File: config.mk
export PLATFORM = sky130hd
export DESIGN_NAME = spi_gpio_regs
export DESIGN_NICKNAME = d
export VERILOG_FILES = /design/src/rtl/spi_gpio_regs.sv
export SDC_FILE = /design/constraint.sdc
export NUM_CORES = 1
export LEC_CHECK = 0
export CAP_MARGIN = 40
export CORE_ASPECT_RATIO = 1.4
export CORE_MARGIN = 5
export CORE_UTILIZATION = 31
export DETAILED_ROUTE_END_ITERATION = 10
export GPL_TIMING_DRIVEN = 0
export PLACE_DENSITY = 0.59
export SLEW_MARGIN = 20
export SYNTH_ARGS = -nofsm -noshare
export SYNTH_HDL_FRONTEND = slang
export SYNTH_SLANG_ARGS = --single-unit
File: constraint.sdc
create_clock -name clk_i -period 4.4 [get_ports clk_i]
set_input_delay 0.66 -clock clk_i [delete_from_list [all_inputs] [get_ports clk_i]]
set_output_delay 0.66 -clock clk_i [all_outputs]
set_load 0.02 [all_outputs]
File: src/rtl/spi_gpio_regs.sv
// spi_gpio_regs - SPI slave register bank driving a bank of GPIO pins.
//
// An external SPI master sends one frame per SSEL-low window: a command
// byte (bit 7 = write, bits 6:0 = address) followed by NUM_PINS data bits.
// Reads shift the addressed register out on MISO during the data phase.
//
// Registers: 0x00 OUT (r/w), 0x01 DIR (r/w, 1 = drive), 0x02 IN (ro),
//            0x03 IRQ_STAT (w1c, only when GPIO_IRQ_EN is defined).
//
// Optional feature macro: GPIO_IRQ_EN (per-pin change interrupt).
//
// Ports:
//   clk_i        system clock (>= 4x SCK)
//   rst_ni       asynchronous active-low reset
//   sck_i        SPI clock (async to clk_i)
//   ssel_i       SPI select, active low
//   mosi_i       SPI data in
//   miso_o       SPI data out
//   miso_oe_o    MISO output enable, high while synchronised SSEL is low
//   gpio_in_i    pad input values
//   gpio_out_o   OUT register
//   gpio_oe_o    DIR register
//   irq_o        change interrupt (0 when GPIO_IRQ_EN is undefined)
//   dbg_state_o  frame FSM state (0 IDLE, 1 CMD, 2 DATA, 3 DONE)
module spi_gpio_regs #(
    parameter int NUM_PINS  = 16,
    parameter bit CPOL      = 1'b1,
    parameter bit CPHA      = 1'b1,
    parameter bit LSB_FIRST = 1'b0
) (
    input  logic                clk_i,
    input  logic                rst_ni,
    input  logic                sck_i,
    input  logic                ssel_i,
    input  logic                mosi_i,
    output logic                miso_o,
    output logic                miso_oe_o,
    input  logic [NUM_PINS-1:0] gpio_in_i,
    output logic [NUM_PINS-1:0] gpio_out_o,
    output logic [NUM_PINS-1:0] gpio_oe_o,
    output logic                irq_o,
    output logic [1:0]          dbg_state_o
);

    localparam int FRAME_W = 8 + NUM_PINS;
    localparam int CNT_W   = $clog2(FRAME_W + 1);
    localparam logic [CNT_W-1:0] CMD_LAST   = CNT_W'(7);
    localparam logic [CNT_W-1:0] FRAME_LAST = CNT_W'(FRAME_W - 1);
    // Modes 0 and 3 sample on the rising edge, modes 1 and 2 on the falling edge.
    localparam bit SAMPLE_RISE = (CPOL == CPHA);

    typedef enum logic [1:0] {
        S_IDLE = 2'd0,
        S_CMD  = 2'd1,
        S_DATA = 2'd2,
        S_DONE = 2'd3
    } state_e;

    // [0],[1] synchroniser stages, [2] previous synchronised sample for edges.
    logic [2:0]          sck_q;
    logic [2:0]          ssel_q;
    logic [1:0]          mosi_q;
    logic [NUM_PINS-1:0] gpio_meta_q;
    logic [NUM_PINS-1:0] gpio_sync_q;

    state_e              state_q;
    logic [CNT_W-1:0]    cnt_q;
    logic [7:0]          cmd_q;
    logic [NUM_PINS-1:0] data_q;
    logic [NUM_PINS-1:0] rd_q;
    logic                miso_q;
    logic                miso_oe_q;
    logic [NUM_PINS-1:0] out_q;
    logic [NUM_PINS-1:0] dir_q;
    logic                wr_pend_q;

    logic                sck_rise, sck_fall, sample_edge, shift_edge;
    logic                ssel_fall, ssel_rise, mosi_s;
    logic [7:0]          cmd_d;
    logic [NUM_PINS-1:0] data_d;
    logic [NUM_PINS-1:0] rd_shift_d;
    logic                rd_bit;
    logic [NUM_PINS-1:0] rd_val;

    // Synchronisers reset to 0 (SSEL included): if SSEL is already low when
    // reset is released no falling edge is seen, so a frame in progress is
    // ignored until SSEL goes high and falls again.
    always_ff @(posedge clk_i or negedge rst_ni) begin
        if (!rst_ni) begin
            sck_q       <= '0;
            ssel_q      <= '0;
            mosi_q      <= '0;
            gpio_meta_q <= '0;
            gpio_sync_q <= '0;
        end else begin
            sck_q       <= {sck_q[1:0], sck_i};
            ssel_q      <= {ssel_q[1:0], ssel_i};
            mosi_q      <= {mosi_q[0], mosi_i};
            gpio_meta_q <= gpio_in_i;
            gpio_sync_q <= gpio_meta_q;
        end
    end

    assign sck_rise    = sck_q[1] & ~sck_q[2];
    assign sck_fall    = ~sck_q[1] & sck_q[2];
    assign sample_edge = SAMPLE_RISE ? sck_rise : sck_fall;
    assign shift_edge  = SAMPLE_RISE ? sck_fall : sck_rise;
    assign ssel_fall   = ~ssel_q[1] & ssel_q[2];
    assign ssel_rise   = ssel_q[1] & ~ssel_q[2];
    assign mosi_s      = mosi_q[1];

    assign cmd_d      = LSB_FIRST ? {mosi_s, cmd_q[7:1]} : {cmd_q[6:0], mosi_s};
    assign data_d     = LSB_FIRST ? ((data_q >> 1) | (NUM_PINS'(mosi_s) << (NUM_PINS - 1)))
                                  : ((data_q << 1) | NUM_PINS'(mosi_s));
    assign rd_shift_d = LSB_FIRST ? (rd_q >> 1) : (rd_q << 1);
    assign rd_bit     = LSB_FIRST ? rd_q[0] : rd_q[NUM_PINS-1];

`ifdef GPIO_IRQ_EN
    logic [NUM_PINS-1:0] irq_stat_q;
    logic [NUM_PINS-1:0] gpio_prev_q;
    logic [NUM_PINS-1:0] irq_set;
    logic [NUM_PINS-1:0] irq_clr;
    logic                irq_q;
`endif

    // Readback value, decoded from the completed command byte (cmd_d) in
    // the cycle of the 8th sample. Write commands shift out zeros.
    always_comb begin
        rd_val = '0;
        if (!cmd_d[7]) begin
            case (cmd_d[6:0])
                7'h00:   rd_val = out_q;
                7'h01:   rd_val = dir_q;
                7'h02:   rd_val = gpio_sync_q;
`ifdef GPIO_IRQ_EN
                7'h03:   rd_val = irq_stat_q;
`endif
                default: rd_val = '0;
            endcase
        end
    end

    always_ff @(posedge clk_i or negedge rst_ni) begin
        if (!rst_ni) begin
            state_q   <= S_IDLE;
            cnt_q     <= '0;
            cmd_q     <= '0;
            data_q    <= '0;
            rd_q      <= '0;
            miso_q    <= 1'b0;
            miso_oe_q <= 1'b0;
            out_q     <= '0;
            dir_q     <= '0;
            wr_pend_q <= 1'b0;
        end else begin
            wr_pend_q <= 1'b0;
            case (state_q)
                S_IDLE: begin
                    if (ssel_fall) begin
                        // A sample edge in the same cycle is the frame's first bit.
                        state_q   <= S_CMD;
                        miso_oe_q <= 1'b1;
                        miso_q    <= 1'b0;
                        cnt_q     <= sample_edge ? CNT_W'(1) : '0;
                        if (sample_edge) cmd_q <= cmd_d;
                    end else if (ssel_rise) begin
                        miso_oe_q <= 1'b0;
                    end
                end
                S_CMD: begin
                    if (ssel_rise) begin
                        state_q   <= S_IDLE;
                        cnt_q     <= '0;
                        miso_q    <= 1'b0;
                        miso_oe_q <= 1'b0;
                    end else if (sample_edge) begin
                        cmd_q <= cmd_d;
                        cnt_q <= cnt_q + CNT_W'(1);
                        if (cnt_q == CMD_LAST) begin
                            rd_q    <= rd_val;
                            state_q <= S_DATA;
                        end
                    end
                end
                S_DATA: begin
                    if (ssel_rise) begin
                        state_q   <= S_IDLE;
                        cnt_q     <= '0;
                        miso_q    <= 1'b0;
                        miso_oe_q <= 1'b0;
                    end else if (sample_edge) begin
                        data_q <= data_d;
                        cnt_q  <= cnt_q + CNT_W'(1);
                        if (cnt_q == FRAME_LAST) begin
                            state_q   <= S_DONE;
                            wr_pend_q <= 1'b1;
                            miso_q    <= 1'b0;
                        end
                    end else if (shift_edge) begin
                        miso_q <= rd_bit;
                        rd_q   <= rd_shift_d;
                    end
                end
                S_DONE: begin
                    // Counter stays at FRAME_W; SCK is ignored until SSEL rises.
                    miso_q <= 1'b0;
                    if (ssel_rise) begin
                        state_q   <= S_IDLE;
                        cnt_q     <= '0;
                        miso_oe_q <= 1'b0;
                    end
                end
                default: state_q <= S_IDLE;
            endcase

            // Register write lands one cycle after the final sample was taken.
            if (wr_pend_q && cmd_q[7]) begin
                if (cmd_q[6:0] == 7'h00) out_q <= data_q;
                if (cmd_q[6:0] == 7'h01) dir_q <= data_q;
            end
        end
    end

`ifdef GPIO_IRQ_EN
    // Only input pins (DIR=0) raise change events; set beats a same-cycle clear.
    assign irq_set = (gpio_sync_q ^ gpio_prev_q) & ~dir_q;
    assign irq_clr = (wr_pend_q && cmd_q[7] && (cmd_q[6:0] == 7'h03)) ? data_q : '0;

    always_ff @(posedge clk_i or negedge rst_ni) begin
        if (!rst_ni) begin
            irq_stat_q  <= '0;
            gpio_prev_q <= '0;
            irq_q       <= 1'b0;
        end else begin
            irq_stat_q  <= (irq_stat_q & ~irq_clr) | irq_set;
            gpio_prev_q <= gpio_sync_q;
            irq_q       <= |irq_stat_q;
        end
    end

    assign irq_o = irq_q;
`else
    assign irq_o = 1'b0;
`endif

    assign miso_o      = miso_q;
    assign miso_oe_o   = miso_oe_q;
    assign gpio_out_o  = out_q;
    assign gpio_oe_o   = dir_q;
    assign dbg_state_o = state_q;

endmodule

## Word level (Yosys, flattened, before mapping)

Index checks and enable logic that the tools add are counted.

- Logic and storage cells: 108
- Output and inout port bits: 37
- Register bits: 122
- Bits of input ports: 21

- Eq/ne operators: 24
- $add $sub $neg: 1
- Bitwise logic cells: 10
- Multiplexer cells: 42
- Reduce and logical (&&, ||, !) cells: 16

Operators by type and width:

| cell | number |
|---|---|
| $mux W16 | 7 |
| $pmux W16 S3 | 1 |
| $pmux W16 S2 | 1 |
| $mux W8 | 3 |
| $mux W5 | 4 |
| $ne A2 B2 Y1 const B | 9 |
| $mux W2 | 8 |
| $or A16 B1 Y16 | 1 |
| $pmux W8 S2 | 1 |
| $pmux W5 S3 | 1 |
| $eq A7 B1 Y1 const B | 2 |
| $logic_not A7 Y1 | 2 |
| $mux W1 | 13 |
| $ne A3 B3 Y1 const B | 4 |
| $reduce_and A3 Y1 | 3 |
| $ne A4 B4 Y1 const B | 2 |
| $pmux W2 S4 | 1 |
| $eq A7 B2 Y1 const B | 1 |
| $reduce_and A7 Y1 | 1 |
| $reduce_and A6 Y1 | 1 |
| $add A5 B1 Y5 const B | 1 |
| $eq A5 B3 Y1 const B | 1 |
| $eq A5 B5 Y1 const B | 1 |
| $not A1 Y1 | 5 |
| 13 further kinds | 19 |

## Longest topological paths before layout

- Depth in word-level cells: 7
- Depth in mapped cells: 8
- Gate-level depth less buffers: 6

## Least setup slack after synthesis

Ideal clock, no wire load.

- Path type: flip-flop to flip-flop
- Start: reg state_q[0] (netlist: dbg_state_o[0])
- End: reg cnt_q[0]
- Period minus slack after synthesis: 2.145 ns
- Setup slack: 2.255 ns
- Path buffers: 0
- Arrival: 2.020 ns
- Stages on the path, launching flop included: 7
- Required time: 4.275 ns
- Library setup time: 0.125 ns
- Cell sequence: dfrtp_1 -> inv_1 -> ha_1 -> or3b_2 -> o31ai_1 -> or2_2 -> mux2_2

- Cells in the longest elaborated chain, start to end: 4

Ends and longest elaborated chain:

| what | line | RTL |
|---|---|---|
| from (decl) | 66 | `state_e state_q;` |
| from (signal assigned) | 145 | `state_q <= S_IDLE;` |
| from (signal assigned) | 161 | `state_q <= S_CMD;` |
| from (signal assigned) | 172 | `state_q <= S_IDLE;` |
| $eq A2 B2 Y1 or $eq A2 B1 Y1 (tied branches) | 157 | `case (state_q)` |
| $reduce_or A2 Y1 (no source line) | n/a |  |
| $ne A3 B1 Y1 (no source line) | n/a |  |
| $reduce_and A3 Y1 (no source line) | n/a |  |
| to (signal assigned) | 164 | `cnt_q <= sample_edge ? CNT_W'(1) : '0;` |
| to (signal assigned) | 178 | `cnt_q <= cnt_q + CNT_W'(1);` |
| to (signal assigned) | 193 | `cnt_q <= cnt_q + CNT_W'(1);` |
| to (decl) | 67 | `logic [CNT_W-1:0] cnt_q;` |

Several ways; a longest one is shown, not always the timed one.
A chain may end at the register's enable or synchronous reset.

## Final worst setup path

- Start: reg state_q[0] (netlist: dbg_state_o[0])
- End: reg data_q[13]

- Cells in the longest elaborated chain, start to end: 2

Ends and longest elaborated chain:

| what | line | RTL |
|---|---|---|
| $eq A2 B2 Y1 | 157 |  |
| $reduce_and A3 Y1 (no source line) | n/a |  |
| to (signal assigned) | 192 | `data_q <= data_d;` |
| to (decl) | 69 | `logic [NUM_PINS-1:0] data_q;` |

Every way passes these cells.

==> flow_metrics.py <==
metrics = {
    "clock_tree": {
        "cts_tree": "built",
        "clkLatencyLatePin_ps": 410,
        "ctsHoldBuffers": 0,
        "cts_setup_buffers": 0,
        "numCtsBuffers": 17,
        "clock_sinks": 122,
        "ctsLongestPathBuffers": 2,
        "clk_pin_slew_ps": 60,
        "htreeDepth": 4,
        "cts-root-buf": "clkbuf_16",
        "ctsResizeCount": 0,
    },
    "floorplanning": {
        "core_mm2": 0.01610,
        "start_util": 0.3133,
        "die_h_um": 160.9,
        "num_io_pins": 58,
        "std_cell_rows": 55,
        "die_area_mm2": 0.01896,
        "die_w_um": 117.8,
    },
    "timing": {
        "hold_violations": 0,
        "skew_ps": 6.905,
        "setup_violations": 0,
        "worst_slew_margin_rel": 0.6184,
        "holdWs_ps": 201.5,
        "fmax_mhz": 423.4,
        "grt_setup_unrepaired": "false",
        "drv_slew": 0,
        "period_needed_ps": 2362,
        "finalSetupTns_ps": 0,
        "tightest_slew_ps": 572.4,
        "fin_crit_sh": 0.5367,
    },
    "routing": {
        "antenna_left": 0,
        "firstDrtPassIters": 6,
        "avgViaCountPerCell": 4.767,
        "drcViolationCount": 0,
        "wl_um": 10480,
        "via_count": 3094,
        "wl_per_cell_um": 16.14,
        "drt-initial-drc-count": 121,
    },
    "yosys": {
        "synth_edf_count": 0,
        "yosysWarningCount": 0,
        "ys_types": 47,
        "seq_area_frac_synth": 0.6052,
        "synthFlopType": "dfrtp_1",
        "avgSynthCellArea_um2": 13.94,
        "synthesis.area_mm2": 0.005045,
        "async_flop_share": 1.000,
        "syn_nets": 391,
        "syn_inst": 362,
        "ys_seq_elements": 122,
    },
    "critical_path": {
        "crit_slowest_cell": "dfrtp_1",
        "cp.required_ps": 4690,
        "crit_chain": "inv_1 -> ha_1 -> buf_2 -> nand3_1 -> buf_2 -> mux2_2",
        "rr_worst_depth": 6,
        "slowest_delay_ps": 420,
        "cp_max_fo": 10,
        "worst-r2r-setup-slack_ps": 2040,
        "worstSetupPathType": "flip-flop to flip-flop",
        "setup.worst_path.start": "dbg_state_o[0]",
        "start_kind": "flip-flop",
        "r2r_start": "dbg_state_o[0]",
        "crit_path_end_kind": "flip-flop",
        "critPathArrivalTime_ps": 2650,
        "crit_top_cell": "buf_2",
    },
    "global_routing": {
        "grt_max_degree": 71,
        "overflow": 0,
        "grt_pass1_vias": 3345,
        "grt_util_all_layers": 0.1143,
        "grt_pass1_wl_um": 17350,
        "antenna_found_initial": 0,
    },
    "final_layout": {
        "finalNetCount": 467,
        "layout_common_cells": "dfrtp_1, mux2_2, clkdlybuf4s50_1, o21ai_0, nand2_1",
        "drive_gt1_frac": 0.2844,
        "final_common_cell": "dfrtp_1",
        "diodes": 0,
        "syn2layout_area_growth_pct": 27.95,
    },
    "run_status": {
        "status": "finished, final reports clean",
    },
    "power_and_ir_drop": {
        "powerDensity_mw_per_mm2": 497.8,
        "leakage_nw": 3.001,
        "ir_worst_vdd_mv": 0.2282,
    },
    "place": {
        "port_buffers": 56,
        "dp_hpwl_um": 7179,
        "place_congestion": 0.7588,
    },
    "min_path": {
        "min_path_type": "input port to asynchronous set/reset pin",
    },
    "run": {
        "cap_viol_max_count": 0,
    },
}
[power by group]
part,total [mW],internal (mW),switching [mW]
clock network,1.32,0.809,0.508
logic,0.622,0.279,0.343
registers,1.27,1.21,0.0650
total,3.21,2.30,0.916
[worst paths after layout]
path / end
worst max-delay path: data_q[13]
worst min-delay path: gpio_meta_q[3]
worst max register to register: data_q[13]
worst min register to register: gpio_sync_q[3]
max in group asynchronous: gpio_sync_q[12]
min in group clk_i: gpio_sync_q[3]
[sequential cells by signal, indices dropped and copies added (netlist names)]
signal,flops
data_q,16
gpio_meta_q,16
gpio_oe_o,16
gpio_out_o,16
gpio_sync_q,16
rd_q,16
cmd_q,8
cnt_q,5
sck_q,3
ssel_q,3
dbg_state_o,2
mosi_q,2
miso_o,1
miso_oe_o,1
wr_pend_q,1
[final cells by class]
type	count	area [µm²]
well taps	199	249.0
inverters	10	37.54
plain buffers	17	110.1
clock inverters	12	118.9
clock buffers	19	452.9
multi-input cells	213	1844
flip-flops and latches	122	3053
repair buffers	57	589.3
fillers	1549	9648
[worst max-delay path: cells and delay by family, from the launching register on]
| kind | cells | cell delay [ps] |
|---|---|---|
| flip-flops | 1 | 420 |
| buffers and inverters | 3 | 800 |
| AND/OR/NAND/NOR | 1 | 410 |
| multiplexers | 1 | 310 |
| adder cells (fa/ha/maj) | 1 | 300 |
[logic make-up after synthesis]
logic type | synth area share
AO/OA/AOI/OAI | 0.06771
adder cells (fa/ha/maj) | 0.01984
buffers and inverters | 0.02927
flip-flops | 0.6052
multiplexers | 0.2086
other | 0.0007433
AND/OR/NAND/NOR | 0.06870
[metrics by stage]
step | cell area, µm² | std cells | total power [mW] | worst slack [ps] | utilization
floorplan | 5045 | 362 | 1.721 | 2255 | -
CTS | 6455 | 649 | 3.259 | 2015 | 0.4009
global placement | 5854 | 617 | 1.914 | -2034 | 0.3636
global route | 6455 | 649 | 3.375 | 1885 | 0.4009
detailed placement | 5883 | 618 | 1.927 | 2042 | 0.3653
finish | 6455 | 649 | 3.213 | 2038 | 0.4009
[metal layers]
metal,share of wire,global-route usage
met3,0.031,0.03064
met5,0,0
met1,0.43,0.1362
met4,0.016,0.04695
met2,0.52,0.1949
[synthesized netlist by cell type, types with 2 or more instances]
master     number  area (µm²)
dfrtp_1       122        3053
mux2_2         65       732.0
nand4_1         2       12.51
nand3_1         6       30.03
nand2_1        18       67.56
mux2i_1        17       170.2
a21oi_1         4       20.02
nor4_1          2       12.51
nor2b_1         5       31.28
nor3_1          3       15.01
inv_1          10       37.54
mux2_4         10       150.1
o21ai_0        19       95.09
nor2_2          2       12.51
nor2_1          5       18.77
buf_4           4       30.03
a2bb2oi_1      15       131.4
or2_2           2       12.51
and3_1          2       12.51
buf_2           6       30.03
o211ai_1        2       15.01
nand2b_1        4       25.02
clkbuf_1        5       18.77
ha_1            8       100.1
or3_1           2       12.51
Note: power is estimated with default switching activity, not from simulation.
